--- config.mk ---
export PLATFORM = sky130hd
export DESIGN_NAME = cla32_serial
export DESIGN_NICKNAME = d
export VERILOG_FILES = /design/src/rtl/cla_pkg.sv /design/src/rtl/cla4.sv /design/src/rtl/cla32_serial.sv
export SDC_FILE = /design/constraint.sdc
export NUM_CORES = 1
export LEC_CHECK = 0
export CAP_MARGIN = 15
export CORE_UTILIZATION = 39
export CTS_BUF_LIST = sky130_fd_sc_hd__clkbuf_8
export DETAILED_ROUTE_END_ITERATION = 12
export SYNTH_ARGS = -nofsm -noshare
export SYNTH_HDL_FRONTEND = slang
export SYNTH_HIERARCHICAL = 1
export SYNTH_SLANG_ARGS = --single-unit
--- constraint.sdc ---
create_clock -name clk -period 6.85 [get_ports clk]
set_input_delay 1.37 -clock clk [delete_from_list [all_inputs] [get_ports clk]]
set_output_delay 1.37 -clock clk [all_outputs]
set_load 0.05 [all_outputs]
--- src/rtl/cla_pkg.sv ---
// Shared constants for the nibble-serial adder: FSM state encodings and slice width.
package cla_pkg;

  localparam int SLICE_W = 4;

  localparam logic [1:0] ST_IDLE = 2'b00;
  localparam logic [1:0] ST_RUN  = 2'b01;
  localparam logic [1:0] ST_DONE = 2'b10;

endpackage

--- src/rtl/cla4.sv ---
// 4-bit carry-lookahead adder; all carries are formed directly from generate/propagate terms.
module cla4 (
  input  logic [3:0] a,
  input  logic [3:0] b,
  input  logic       ci,
  output logic [3:0] s,
  output logic       co
);

  logic [3:0] w_g;
  logic [3:0] w_p;
  logic [4:0] w_c;

  assign w_g = a & b;
  assign w_p = a ^ b;

  assign w_c[0] = ci;
  assign w_c[1] = w_g[0] | (w_p[0] & ci);
  assign w_c[2] = w_g[1] | (w_p[1] & w_g[0]) | (w_p[1] & w_p[0] & ci);
  assign w_c[3] = w_g[2] | (w_p[2] & w_g[1]) | (w_p[2] & w_p[1] & w_g[0])
                | (w_p[2] & w_p[1] & w_p[0] & ci);
  assign w_c[4] = w_g[3] | (w_p[3] & w_g[2]) | (w_p[3] & w_p[2] & w_g[1])
                | (w_p[3] & w_p[2] & w_p[1] & w_g[0])
                | (w_p[3] & w_p[2] & w_p[1] & w_p[0] & ci);

  assign s  = w_p ^ w_c[3:0];
  assign co = w_c[4];

endmodule

--- src/rtl/cla32_serial.sv ---
// Nibble-serial WIDTH-bit adder built around a single cla4, one slice per clock.
// Optional signed-overflow output enabled by defining CLA32_SERIAL_OVF_EN.
module cla32_serial
  import cla_pkg::*;
#(
  parameter int WIDTH = 32
) (
  input  logic             clk,
  input  logic             reset,
  input  logic             start,
  input  logic [WIDTH-1:0] a,
  input  logic [WIDTH-1:0] b,
  input  logic             ci,
  output logic             busy,
  output logic             done,
  output logic [WIDTH-1:0] s,
  output logic             co
`ifdef CLA32_SERIAL_OVF_EN
  ,
  output logic             ovf
`endif
);

  localparam int N     = WIDTH / SLICE_W;
  localparam int CNT_W = (N > 1) ? $clog2(N) : 1;
  localparam logic [CNT_W-1:0] LAST = CNT_W'(N - 1);

  logic [1:0]         r_state;
  logic [WIDTH-1:0]   r_a;
  logic [WIDTH-1:0]   r_b;
  logic               r_c;
  logic [CNT_W-1:0]   r_cnt;

  logic [SLICE_W-1:0] w_a_sl;
  logic [SLICE_W-1:0] w_b_sl;
  logic [SLICE_W-1:0] w_s;
  logic               w_co;
  logic               w_accept;

  // The carry register is seeded with ci on accept, so slice 0 sees ci directly.
  assign w_a_sl = r_a[r_cnt*SLICE_W +: SLICE_W];
  assign w_b_sl = r_b[r_cnt*SLICE_W +: SLICE_W];

  cla4 U0_cla4 (
    .a  (w_a_sl),
    .b  (w_b_sl),
    .ci (r_c),
    .s  (w_s),
    .co (w_co)
  );

  assign busy     = (r_state == ST_RUN);
  assign done     = (r_state == ST_DONE);
  assign w_accept = start && (r_state != ST_RUN);

  always_ff @(posedge clk) begin
    if (reset) begin
      r_state <= ST_IDLE;
      r_a     <= '0;
      r_b     <= '0;
      r_c     <= 1'b0;
      r_cnt   <= '0;
      s       <= '0;
      co      <= 1'b0;
`ifdef CLA32_SERIAL_OVF_EN
      ovf     <= 1'b0;
`endif
    end else begin
      case (r_state)
        ST_IDLE, ST_DONE: begin
          if (w_accept) begin
            r_a     <= a;
            r_b     <= b;
            r_c     <= ci;
            r_cnt   <= '0;
            s       <= '0;
            co      <= 1'b0;
`ifdef CLA32_SERIAL_OVF_EN
            ovf     <= 1'b0;
`endif
            r_state <= ST_RUN;
          end else begin
            r_state <= ST_IDLE;
          end
        end
        ST_RUN: begin
          s[r_cnt*SLICE_W +: SLICE_W] <= w_s;
          r_c   <= w_co;
          r_cnt <= r_cnt + 1'b1;
          if (r_cnt == LAST) begin
            co      <= w_co;
`ifdef CLA32_SERIAL_OVF_EN
            // w_s[SLICE_W-1] is the final sum MSB on the last slice.
            ovf     <= (r_a[WIDTH-1] == r_b[WIDTH-1]) && (w_s[SLICE_W-1] != r_a[WIDTH-1]);
`endif
            r_state <= ST_DONE;
          end
        end
        default: r_state <= ST_IDLE;
      endcase
    end
  end

endmodule

==> impl_metrics.json <==
{
  "hold_viol": 0,
  "grt_overflow_total": 0,
  "hold_path_depth": 2,
  "synth-edff-count": 0,
  "ctsHoldBuffers": 0,
  "synthMuxAreaShare_pct": 14.3,
  "final.fill_count": 1074,
  "swShare_pct": 25.5,
  "cts_tree": "done",
  "synth_fp_nets": 593,
  "syn_area_mm2": 0.00449,
  "start_util_pct": 40.7,
  "cp.required_ns": 7.16,
  "htree_levels": 3,
  "slew_headroom_pct": 29.1,
  "drt-initial-drc-count": 135,
  "crit_path_start_kind": "flop",
  "synth_cell_types": 38,
  "worst_pin_slew_ns": 1.06,
  "postRouteAntennaNets": 0,
  "grt_setup_unrepaired": "no",
  "outcome": "complete, no violations",
  "r2r_cells": 10,
  "die-width_um": 109,
  "drive_gt1_share_pct": 8.45,
  "hp-class": "reg -> reg",
  "mostFrequentLayoutCell": "nand2_1",
  "globalRouteTotalUtil_pct": 18.3,
  "vias": 3755,
  "clockPowerShare_pct": 32.5,
  "cts_setup_buffers": 0,
  "clock-skew-final_ns": 0.00897,
  "synth-seq-cells": 103,
  "async_flop_share_pct": 0,
  "gp_congestion": 0.737,
  "finalCritPeriodShare_pct": 52.8,
  "cp.arrival_ns": 3.92,
  "synth_top_family_by_area": "simple AND/OR/NAND/NOR gates",
  "max_freq_mhz": 277,
  "clock_latency_ns": 0.36,
  "synthCells": 515,
  "area_growth_pct": 28.1,
  "yosysWarnings": 6,
  "power.internal_mw": 0.894,
  "pwr-share-seq_pct": 53.6,
  "cp_max_fo": 24,
  "cts.path.max_buffers": 2,
  "synth_xor_area_share_pct": 0.585,
  "yosys_most_used_dff": "dfxtp_1",
  "min_period_ns": 3.61,
  "rows": 38,
  "die_area_mm2": 0.0119,
  "cts_resized": 0,
  "dpl_worst_slack_ns": 3.20,
  "antenna_cells": 0,
  "combPwrFrac_pct": 13.9,
  "path_class": "reg -> reg",
  "maxCapViolations": 0,
  "fp.dieH_um": 109,
  "final-setup-viol-count": 0,
  "mostFrequentLayoutCells": "nand2_1, dfxtp_1, clkdlybuf4s50_1",
  "clock-sinks": 103,
  "core-area_mm2": 0.0110,
  "hold_ws_ns": 0.456,
  "firstDrtPassIters": 4,
  "grt_antenna_before_repair": 0,
  "slew_violations": 0,
  "total_power_mw": 1.20,
  "synth_compound_area_share_pct": 9.64,
  "cts-root-buf": "clkbuf_8",
  "ir_worst_vdd_mv": 0.116,
  "syn_area_per_cell_um2": 8.72,
  "grt_max_degree": 99,
  "synthAdderAreaFrac_pct": 2.95,
  "numPortBuffers": 102,
  "finalWorstSetupSlack_ns": 3.24,
  "grt_pass1_wl_mm": 16.9,
  "end_kind": "flop",
  "synth-seq-area-share_pct": 45.9,
  "viasPerCell": 5.13,
  "p_leak_nw": 2.18,
  "clkTransAtPathRegs_ns": 0.09,
  "routedWlPerCell_um": 14.4,
  "wl_mm": 10.6,
  "switchingPower_mw": 0.305,
  "drc": 0,
  "finalSetupTns_ns": 0,
  "yosys.area_share.simple_pct": 22.1,
  "grt_pass1_vias": 3529,
  "io_pins": 103,
  "num-nets-final": 665,
  "dp_hpwl_mm": 7.22,
  "power_density_mw_per_mm2": 209,
  "cts_buffers": 9
}
## routing by layer
metal	GRT usage (%)	vias up	share of wire [%]
li1	-	1888	-
met1	24.2	1763	47
met2	30.4	94	48
met3	2.96	10	4.2
met4	6.29	0	1.1
met5	0	-	0
## state kept, by name, summed over array words and instances, names as in the netlist
name	count
r_state	2
r_a	32
r_c	1
s	32
r_cnt	3
co	1
r_b	32
## final timing paths
| kind | startpoint | end | slack (ns) |
|---|---|---|---|
| worst max-delay path | r_cnt[0]$_SDFFE_PP0P_ | s[7]$_SDFFE_PP0P_ | 3.24 |
| worst min-delay path | r_a[28]$_SDFFE_PP0P_ | r_a[28]$_SDFFE_PP0P_ | 0.46 |
| worst max register to register | r_cnt[0]$_SDFFE_PP0P_ | s[7]$_SDFFE_PP0P_ | 3.24 |
| worst min register to register | r_a[28]$_SDFFE_PP0P_ | r_a[28]$_SDFFE_PP0P_ | 0.46 |
## synthesized netlist by cell type, types with 2 or more instances
cell type / count / share of area (%)
nand3_1: 34 / 3.8
mux4_2: 16 / 8.0
clkbuf_1: 32 / 2.7
dfxtp_1: 103 / 46
a31o_2: 4 / 0.78
or3_1: 2 / 0.28
buf_2: 7 / 0.78
ha_1: 9 / 2.5
nor3_1: 4 / 0.45
nor2_1: 4 / 0.33
a21oi_1: 69 / 7.7
nor2b_1: 3 / 0.42
nand2_1: 160 / 13
xnor2_1: 2 / 0.39
buf_1: 4 / 0.33
a21o_1: 3 / 0.50
or3b_2: 4 / 0.78
inv_1: 7 / 0.59
mux2i_1: 28 / 6.2
clkinv_1: 2 / 0.17
## power groups by stage
stage               sequential (mW)  combinational, mW  clock [mW]
floorplan                     0.649              0.107           0
global placement              0.657              0.164           0
detailed placement            0.658              0.168           0
CTS                           0.644              0.168       0.402
global route                  0.648              0.183       0.423
finish                        0.643              0.167       0.390
## final cells by class
class,instances,area [um^2],area share (%)
Tap cell,140,175,3.05
Clock inverter,5,56.3,0.979
Multi-Input combinational cell,360,2240,38.9
Clock buffer,11,151,2.63
Inverter,9,33.8,0.587
Timing Repair Buffer,104,1030,17.9
Sequential cell,103,2060,35.9
## metrics by stage
stage | area (um^2) | std cells | utilization, %
global route | 5750 | 732 | 52.1
floorplan | 4490 | 515 | -
CTS | 5750 | 732 | 52.1
finish | 5750 | 732 | 52.1
detailed placement | 5540 | 716 | 50.2
global placement | 5540 | 716 | 50.2
## cell families (layout without fill, tap and decap cells)
| kind of cell | Yosys count | in the layout |
|---|---|---|
| and+or+nand+nor | 223 | 223 |
| DFF | 103 | 103 |
| AOI/OAI and AO/OA | 80 | 80 |
| buffers and inverters | 52 | 129 |
| muxes | 44 | 44 |
| adders and majority gates | 10 | 10 |
| xor gates and xnor gates | 3 | 3 |
## critical path: stages (launching register included)
cell	delay, ns
dfxtp_2	0.85
mux4_2	0.61
nand2_1	0.08
nand2_1	0.10
ha_1	0.30
a21o_1	0.19
a31o_1	0.24
xor2_1	0.19
or3b_2	0.56
nor3_1	0.25
a31o_2	0.14
(Power assumes the default switching activity.)
